## src/rtl/unidade_busca_pc_pkg.sv

```systemverilog
// unidade_busca_pc_pkg: fetch-stage state encodings, shared opcodes and branch offset helper
package unidade_busca_pc_pkg;
    typedef enum logic [1:0] {ST_IDLE, ST_FETCH, ST_BUBBLE, ST_HALT} state_t;
    localparam logic [6:0] OP_LOAD  = 7'b0000011;
    localparam logic [6:0] OP_OPIMM = 7'b0010011;
    localparam logic [6:0] OP_STORE = 7'b0100011;
    localparam logic [6:0] OP_OP    = 7'b0110011;
    localparam logic [6:0] OP_BNE   = 7'b1100011;
    localparam logic [31:0] RESET_PC_DEF = 32'h0000_0000;
    // B-type immediate carries offset bits 12:1; bit 0 is always zero
    function automatic logic [31:0] sext_b(input logic [11:0] imm);
        return {{19{imm[11]}}, imm, 1'b0};
    endfunction
endpackage

```

## src/rtl/unidade_busca_pc_if.sv

```systemverilog
// unidade_busca_pc_if: control inputs and fetch status outputs of the fetch stage
interface unidade_busca_pc_if;
    logic        habilita;
    logic        stall;
    logic        branch_taken;
    logic [31:0] branch_pc;
    logic [11:0] imediato;
    logic [31:0] pc;
    logic [31:0] endereco;
    logic        valid;
    logic        halted;
    logic        erro;
    modport master(output habilita, stall, branch_taken, branch_pc, imediato,
                   input pc, endereco, valid, halted, erro);
    modport slave(input habilita, stall, branch_taken, branch_pc, imediato,
                  output pc, endereco, valid, halted, erro);
endinterface

```

## src/rtl/calc_alvo_desvio.sv

```systemverilog
// calc_alvo_desvio: BNE target address and legality (alignment and instruction memory range)
module calc_alvo_desvio
    import unidade_busca_pc_pkg::*;
#(
    parameter int NUM_INSTR = 3
) (
    input  logic [31:0] branch_pc_i,
    input  logic [11:0] imediato_i,
    output logic [31:0] alvo_o,
    output logic        alvo_invalido_o
);
    assign alvo_o = branch_pc_i + sext_b(imediato_i);
    assign alvo_invalido_o = (alvo_o[1:0] != 2'b00) || ((alvo_o >> 2) >= 32'(NUM_INSTR));
endmodule

```

## src/rtl/unidade_busca_pc.sv

```systemverilog
// unidade_busca_pc: fetch stage owning the PC; linear fetch, stall hold, BNE redirect with bubble, halt
module unidade_busca_pc
    import unidade_busca_pc_pkg::*;
#(
    parameter logic [31:0] RESET_PC  = RESET_PC_DEF,
    parameter int          NUM_INSTR = 3
) (
    input logic               clock,
    input logic               reset,
    unidade_busca_pc_if.slave busca
);
    state_t      state_q, state_d;
    logic [31:0] pc_q, pc_d, alvo, pc_inc;
    logic        valid_q, valid_d, halted_q, halted_d, erro_q, erro_d;
    logic        alvo_inv, fim;

    calc_alvo_desvio #(.NUM_INSTR(NUM_INSTR)) u_alvo (
        .branch_pc_i    (busca.branch_pc),
        .imediato_i     (busca.imediato),
        .alvo_o         (alvo),
        .alvo_invalido_o(alvo_inv)
    );

    assign pc_inc = pc_q + 32'd4;
    assign fim    = (pc_inc >> 2) >= 32'(NUM_INSTR);

    always_ff @(posedge clock or negedge reset) begin
        if (!reset) begin
            state_q  <= ST_IDLE;
            pc_q     <= RESET_PC;
            valid_q  <= 1'b0;
            halted_q <= 1'b0;
            erro_q   <= 1'b0;
        end else begin
            state_q  <= state_d;
            pc_q     <= pc_d;
            valid_q  <= valid_d;
            halted_q <= halted_d;
            erro_q   <= erro_d;
        end
    end

    always_comb begin
        state_d = ST_IDLE;
        case (state_q)
            ST_IDLE:   state_d = busca.habilita ? ST_FETCH : ST_IDLE;
            ST_FETCH:  state_d = busca.branch_taken ? (alvo_inv ? ST_HALT : ST_BUBBLE) :
                                 busca.stall ? ST_FETCH : fim ? ST_HALT : ST_FETCH;
            ST_BUBBLE: state_d = ST_FETCH;
            ST_HALT:   state_d = ST_HALT;
            default:   state_d = ST_IDLE;
        endcase
    end

    // A taken branch outranks stall; an illegal target halts with the PC left on the branch
    always_comb begin
        pc_d     = pc_q;
        valid_d  = valid_q;
        halted_d = halted_q;
        erro_d   = erro_q;
        case (state_q)
            ST_IDLE:   valid_d = busca.habilita;
            ST_FETCH: begin
                if (busca.branch_taken) begin
                    valid_d  = 1'b0;
                    pc_d     = alvo_inv ? pc_q : alvo;
                    halted_d = alvo_inv;
                    erro_d   = alvo_inv;
                end else if (!busca.stall) begin
                    valid_d  = !fim;
                    halted_d = fim;
                    pc_d     = fim ? pc_q : pc_inc;
                end
            end
            ST_BUBBLE: valid_d = 1'b1;
            ST_HALT:   ;
            default: begin
                pc_d     = RESET_PC;
                valid_d  = 1'b0;
                halted_d = 1'b0;
                erro_d   = 1'b0;
            end
        endcase
    end

    assign busca.pc       = pc_q;
    assign busca.endereco = pc_q >> 2;
    assign busca.valid    = valid_q;
    assign busca.halted   = halted_q;
    assign busca.erro     = erro_q;
endmodule

```

## src/flat_wrapper.sv

```systemverilog
// flat-port wrapper written by rule: the top's interface ports become plain ports
module unidade_busca_pc_flat import unidade_busca_pc_pkg::*;
#(
    parameter logic [31:0] RESET_PC  = RESET_PC_DEF,
    parameter int          NUM_INSTR = 3
)
  (clock, reset, busca_habilita, busca_stall, busca_branch_taken, busca_branch_pc, busca_imediato, busca_pc, busca_endereco, busca_valid, busca_halted, busca_erro);
  unidade_busca_pc_if busca_i ();
  input logic clock;
  input logic reset;
  input wire logic [$bits(busca_i.habilita)-1:0] busca_habilita;
  input wire logic [$bits(busca_i.stall)-1:0] busca_stall;
  input wire logic [$bits(busca_i.branch_taken)-1:0] busca_branch_taken;
  input wire logic [$bits(busca_i.branch_pc)-1:0] busca_branch_pc;
  input wire logic [$bits(busca_i.imediato)-1:0] busca_imediato;
  output wire logic [$bits(busca_i.pc)-1:0] busca_pc;
  output wire logic [$bits(busca_i.endereco)-1:0] busca_endereco;
  output wire logic [$bits(busca_i.valid)-1:0] busca_valid;
  output wire logic [$bits(busca_i.halted)-1:0] busca_halted;
  output wire logic [$bits(busca_i.erro)-1:0] busca_erro;
  assign busca_i.habilita = busca_habilita;
  assign busca_i.stall = busca_stall;
  assign busca_i.branch_taken = busca_branch_taken;
  assign busca_i.branch_pc = busca_branch_pc;
  assign busca_i.imediato = busca_imediato;
  assign busca_pc = busca_i.pc;
  assign busca_endereco = busca_i.endereco;
  assign busca_valid = busca_i.valid;
  assign busca_halted = busca_i.halted;
  assign busca_erro = busca_i.erro;
  unidade_busca_pc #(.RESET_PC(RESET_PC), .NUM_INSTR(NUM_INSTR)) u_core (.clock(clock), .reset(reset), .busca(busca_i));
endmodule
```

## config.mk

```make
export PLATFORM = sky130hd
export DESIGN_NAME = unidade_busca_pc_flat
export DESIGN_NICKNAME = d
export VERILOG_FILES = /design/src/rtl/unidade_busca_pc_pkg.sv /design/src/rtl/unidade_busca_pc_if.sv /design/src/rtl/calc_alvo_desvio.sv /design/src/rtl/unidade_busca_pc.sv /design/src/flat_wrapper.sv
export SDC_FILE = /design/constraint.sdc
export NUM_CORES = 1
export LEC_CHECK = 0
export ABC_AREA = 0
export BUFFER_PORTS_ARGS = -buffer_cell sky130_fd_sc_hd__buf_2
export CAP_MARGIN = 15
export CORE_MARGIN = 1.5
export CORE_UTILIZATION = 45
export DETAILED_ROUTE_END_ITERATION = 7
export PLACE_DENSITY = 0.69
export SKIP_LAST_GASP = 1
export SYNTH_ARGS = -nofsm -noshare
export SYNTH_HDL_FRONTEND = slang
export SYNTH_HIERARCHICAL = 1
export SYNTH_SLANG_ARGS = --single-unit
```

## constraint.sdc

```tcl
create_clock -name clock -period 3.91 [get_ports clock]
set_clock_uncertainty 0.1 [all_clocks]
set_input_delay 0.1955 -clock clock [delete_from_list [all_inputs] [get_ports clock]]
set_output_delay 0.1955 -clock clock [all_outputs]
set_load 0.1 [all_outputs]
```

## After elaboration in Yosys (flattened, before gate mapping)

Index checks and enable logic that the tools add are counted.

- Reduce and logical (&&, ||, !) cells: 9
- Multiplexer cells: 15
- Order comparisons: 2
- Equal/unequal tests: 7
- Add/sub/neg operators: 2

Operators with widths:

| kind | count |
|---|---|
| $mux 32 | 4 |
| $ge 30x2->1 const B | 2 |
| $add 32x3->32 const B | 1 |
| $add 32x32->32 | 1 |
| $pmux 2 s4 | 1 |
| $mux 1 | 6 |
| $mux 2 | 3 |
| $reduce_and 2->1 | 3 |
| $eq 2x2->1 const B | 2 |
| $ne 2x2->1 const B | 2 |
| $reduce_and 4->1 | 1 |
| $ne 3x3->1 const B | 1 |
| $pmux 1 s3 | 1 |
| $reduce_bool 3->1 | 1 |
| $eq 2x1->1 const B | 1 |
| $logic_not 2->1 | 1 |
| $ne 2x1->1 const B | 1 |
| $reduce_bool 2->1 | 1 |
| $logic_not 1->1 | 1 |
| $logic_or 1x1->1 | 1 |

- Output and inout port bits: 67
- Register bits after elaboration: 37

## Longest topological paths before layout

- Depth after elaboration: 6
- Mapped depth: 16
- Gate-level depth less buffers: 14

## Cells and area by module

The synthesis kept the hierarchy.

By module, submodules not included:

| module | area an instance (um2) | instances | cells each | seq. area each (um2) |
|---|---|---|---|---|
| unidade_busca_pc | 2691.3 | 1 | 302 | 925.9 |
| calc_alvo_desvio | 1944.4 | 1 | 281 | 0.0 |

## Least setup slack after synthesis

OpenSTA, ideal clock, no wires.

- Kind: input to register
- From: in busca_branch_pc[1]
- To: reg u_core.pc_q[31], in the netlist u_core/busca.pc[31]
- Path slack: -0.763 ns
- Data arrival time: 4.452 ns
- Buffers on the path: 1
- Stages on the path: 15
- Path through: ha_1 -> fa_1 -> a21o_1 -> a2111o_1 -> and3b_4 -> o2111ai_2 -> o211ai_2 -> or3_1 -> or4_1 -> or4_1 -> or4_1 -> nor2_1 -> buf_2 -> mux2_2 -> o22a_1

- Longest elaborated chain between the ends: 5
- Elaborated cells on any way between the ends: 8

Ends and longest elaborated chain:

| item | RTL line | source |
|---|---|---|
| from (decl) | flat_wrapper.sv:14 | `input wire logic [$bits(busca_i.branch_pc)-1:0] busca_branch_pc;` |
| $add 32x32->32 | calc_alvo_desvio.sv:12 | `assign alvo_o = branch_pc_i + sext_b(imediato_i);` |
| net u_core.alvo[29] | unidade_busca_pc.sv:13 | `logic [31:0] pc_q, pc_d, alvo, pc_inc;` |
| $ge 30x2->1 | calc_alvo_desvio.sv:13 | `assign alvo_invalido_o = (alvo_o[1:0] != 2'b00) \|\| ((alvo_o >> 2) >= 32'(NUM_INSTR));` |
| $logic_or 1x1->1 | calc_alvo_desvio.sv:13 |  |
| net u_core.alvo_inv | unidade_busca_pc.sv:15 | `logic alvo_inv, fim;` |
| $ne 2x2->1 (no line) | n/a |  |
| $reduce_and 4->1 (no line) | n/a |  |
| to (signal assigned) | unidade_busca_pc.sv:36 | `pc_q <= pc_d;` |
| to (decl) | unidade_busca_pc.sv:13 |  |

The timed path passes the listed nets, and every way through them passes these cells. The select of a mux whose other input is x is not followed.
A chain may end at the register's enable or synchronous reset.

## Final worst setup path

- From: in busca_branch_pc[1]
- To: reg u_core.pc_q[3], in the netlist u_core/busca.pc[3]

The elaborated chain is that of the path after synthesis.

==> results.json <==
{
  "netlist.top_cell.by_area": "dfrtp_1",
  "cp.arrival_ps": 4290,
  "htreeDepth": 2,
  "cp_data_required_time_ps": 3990,
  "worstMarginPinSlew_ps": 901,
  "synthTopCellsByCount": "nand2_1 (47), a21oi_1 (45), o21ai_0 (39)",
  "final.setup.worst_slack_ps": -296,
  "violations": "setup timing",
  "r2r_end": "u_core/busca.pc[3]",
  "cp-startpoint": "busca_branch_pc[1]",
  "slowest_stage": "or4_4",
  "fmax_mhz": 238,
  "reg2reg_from": "u_core/busca.pc[15]",
  "outcome": "complete, but fails checks",
  "dieArea_um2": 10900,
  "final_util_pct": 64.1,
  "initial_core_util_pct": 47.0,
  "route.antenna.remaining_nets": 0,
  "place_congestion": 0.884,
  "fin_crit_ps": 4210,
  "r2r_slack_ps": 190,
  "grt_pass1_wl_um": 24200,
  "dp_hpwl_um": 11600,
  "setup.worst_path.end": "u_core/busca.pc[3]",
  "vias_per_cell": 5.90,
  "cts-buffers-inserted": 5,
  "area_growth_pct": 36.3,
  "crit_path_end_kind": "flip-flop",
  "p_total_uw": 1590,
  "firstDrtPassIters": 5,
  "ys_seq_area_share_pct": 20.0,
  "avgSynthCellArea_um2": 7.95,
  "clock_path_buffers": 2,
  "slew_headroom_pct": 39.5,
  "powerDensity_nw_per_um2": 251,
  "path_clk_slew_ps": 80,
  "syn-cell-area_um2": 4640,
  "ys_seq_elements": 37,
  "cp_common_cell": "or4_1",
  "setup_viol": 35,
  "placed_cells": 906,
  "startpoint_type": "primary input",
  "ys_types": 82,
  "slowest_delay_ps": 470,
  "ir_drop_mv": 0.333,
  "die_y_um": 104,
  "clock_latency_ps": 300,
  "final_cells": 925,
  "track_usage_pct": 26.7,
  "netlist.area_leader.share_pct": 20.0,
  "ys.flop_type": "dfrtp_1",
  "synth_edf_count": 0,
  "first_global_vias": 5127,
  "hold_viol_final": 0,
  "core_area_um2": 9860,
  "hold_slack_ps": 47.1,
  "cts_tree": "built",
  "postSynthCellCount": 583,
  "clock-sinks": 37,
  "synthTopCellsByArea": "dfrtp_1 (20%), ha_1 (10%), buf_4 (5.3%)",
  "antenna_found_initial": 0,
  "grt_max_degree": 38,
  "antenna_cells": 0,
  "rsz0062_at_grt": "yes",
  "timing.final.crit_share_pct": 108,
  "yosysWarnings": 6,
  "worst-path-max-fanout": 5,
  "dieWidth_um": 104,
  "drtIter0Drc": 326,
  "max-cap-violations": 0,
  "grt.overflow.total": 0,
  "pin_count": 116,
  "hp-class": "in -> reg",
  "crit_chain": "buf_6 -> ha_4 -> fa_2 -> a21o_1 -> a2111o_1 -> and3b_4 -> o2111ai_2 -> o211ai_2 -> or3_1 -> or4_1 -> or4_1 -> or4_4 -> nor2_4 -> or2_4 -> mux2_4",
  "crit_type": "in -> reg",
  "layout-drive-gt1-share_pct": 38.8,
  "worstHoldStart": "busca_habilita",
  "num_rows": 36,
  "r2r_cells": 8,
  "wl_per_cell_um": 16.2,
  "portBuffers": 113,
  "synthArstFlopShare_pct": 100,
  "nNetsFinal": 878,
  "drv_slew": 0,
  "synth_most_common_cell": "nand2_1",
  "tns_ps": -7580,
  "total_leakage_power_uw": 0.00307,
  "drc": 0,
  "cts-root-buf": "clkbuf_8",
  "vias": 5461,
  "routed_wl_um": 15000
}
[how the worst min path moves through the flow]
stage,to,slack [ps],depth (start not counted)
finish,u_core/state_q[0],50,3
global placement,u_core/state_q[0],220,1
CTS,u_core/state_q[0],50,3
floorplan,u_core/busca.erro,-200,0
global route,u_core/busca.pc[0],60,2
detailed placement,u_core/state_q[1],240,1
[worst max-delay path, delay by kind of cell]
family                   cells  cell delay, ps
AO/OA/AOI/OAI                4             940
adder cells (fa/ha/maj)      2             520
buffers and inverters        1             100
multiplexers                 1             310
AND/OR/NAND/NOR              7            2220
[report_power, final]
group | internal, µW | switching, µW
logic | 382 | 449
registers | 402 | 14.3
clock network | 192 | 150
[state kept, by name, summed over array words and instances, names as in the netlist]
name,count
u_core/busca.pc,32
u_core/busca.valid,1
u_core/state_q,2
u_core/busca.halted,1
u_core/busca.erro,1
[cell families after synthesis]
family | share of synthesized area, %
flops | 20.0
mux | 1.67
simple gates | 25.2
compound gates | 28.7
fa+ha+maj | 10.4
buf+inv | 9.55
xor+xnor | 4.35
other cells | 0.0809
[layout by cell type, fill, tap and decap left out, types with 4 or more instances in the layout]
master	n
buf_4	133
buf_2	110
nand3_1	20
inv_1	18
xor2_1	9
clkbuf_8	5
ha_1	36
a21o_1	12
a2111oi_0	5
nand4_1	20
and2_1	11
mux2_2	4
or3_1	6
a31oi_1	5
xnor2_1	14
a211oi_1	9
nor2_1	33
and3_1	16
o21a_1	7
nand2_1	47
o22ai_1	4
a21oi_1	44
nor4_1	14
buf_6	4
o21ai_1	4
and4_1	5
a21oi_2	11
a22o_1	11
a41oi_1	4
nor3_1	12
o21ai_0	35
dfrtp_1	37
[per-layer routing]
metal	global-route usage, %	part of all wire [%]	up-vias
met5	0	0	-
met4	8.83	2.2	0
met3	2.63	6.3	29
met2	45.1	47	223
met1	35.4	44	2572
li1	-	-	2637
[repair_timing]
item | CTS | global route
pin swaps | 5 | 4
setup buffers | 6 | 1
setup endpoints to repair | 34 | 35
hold endpoints to repair | 37 | 0
gates resized for setup | 12 | 8
gates cloned | 1 | 2
hold buffers | 1 | 0
[metrics by stage]
stage | area (µm²) | setup slack, ps
after floorplan | 4680 | -360
after global placement | 6010 | -534
final | 6320 | -296
after global routing | 6320 | -415
after detailed placement | 6010 | -647
after CTS | 6240 | -271
[layout make-up]
| class | count | area [µm²] |
|---|---|---|
| repair buffers | 253 | 1700 |
| clock inverters | 2 | 38.8 |
| well taps | 133 | 166 |
| clock buffers | 6 | 72.6 |
| multi-input cells | 476 | 3350 |
| flip-flops and latches | 37 | 926 |
| fillers | 844 | 3550 |
| inverters | 18 | 67.6 |
Note: power is estimated with default switching activity, not from simulation.
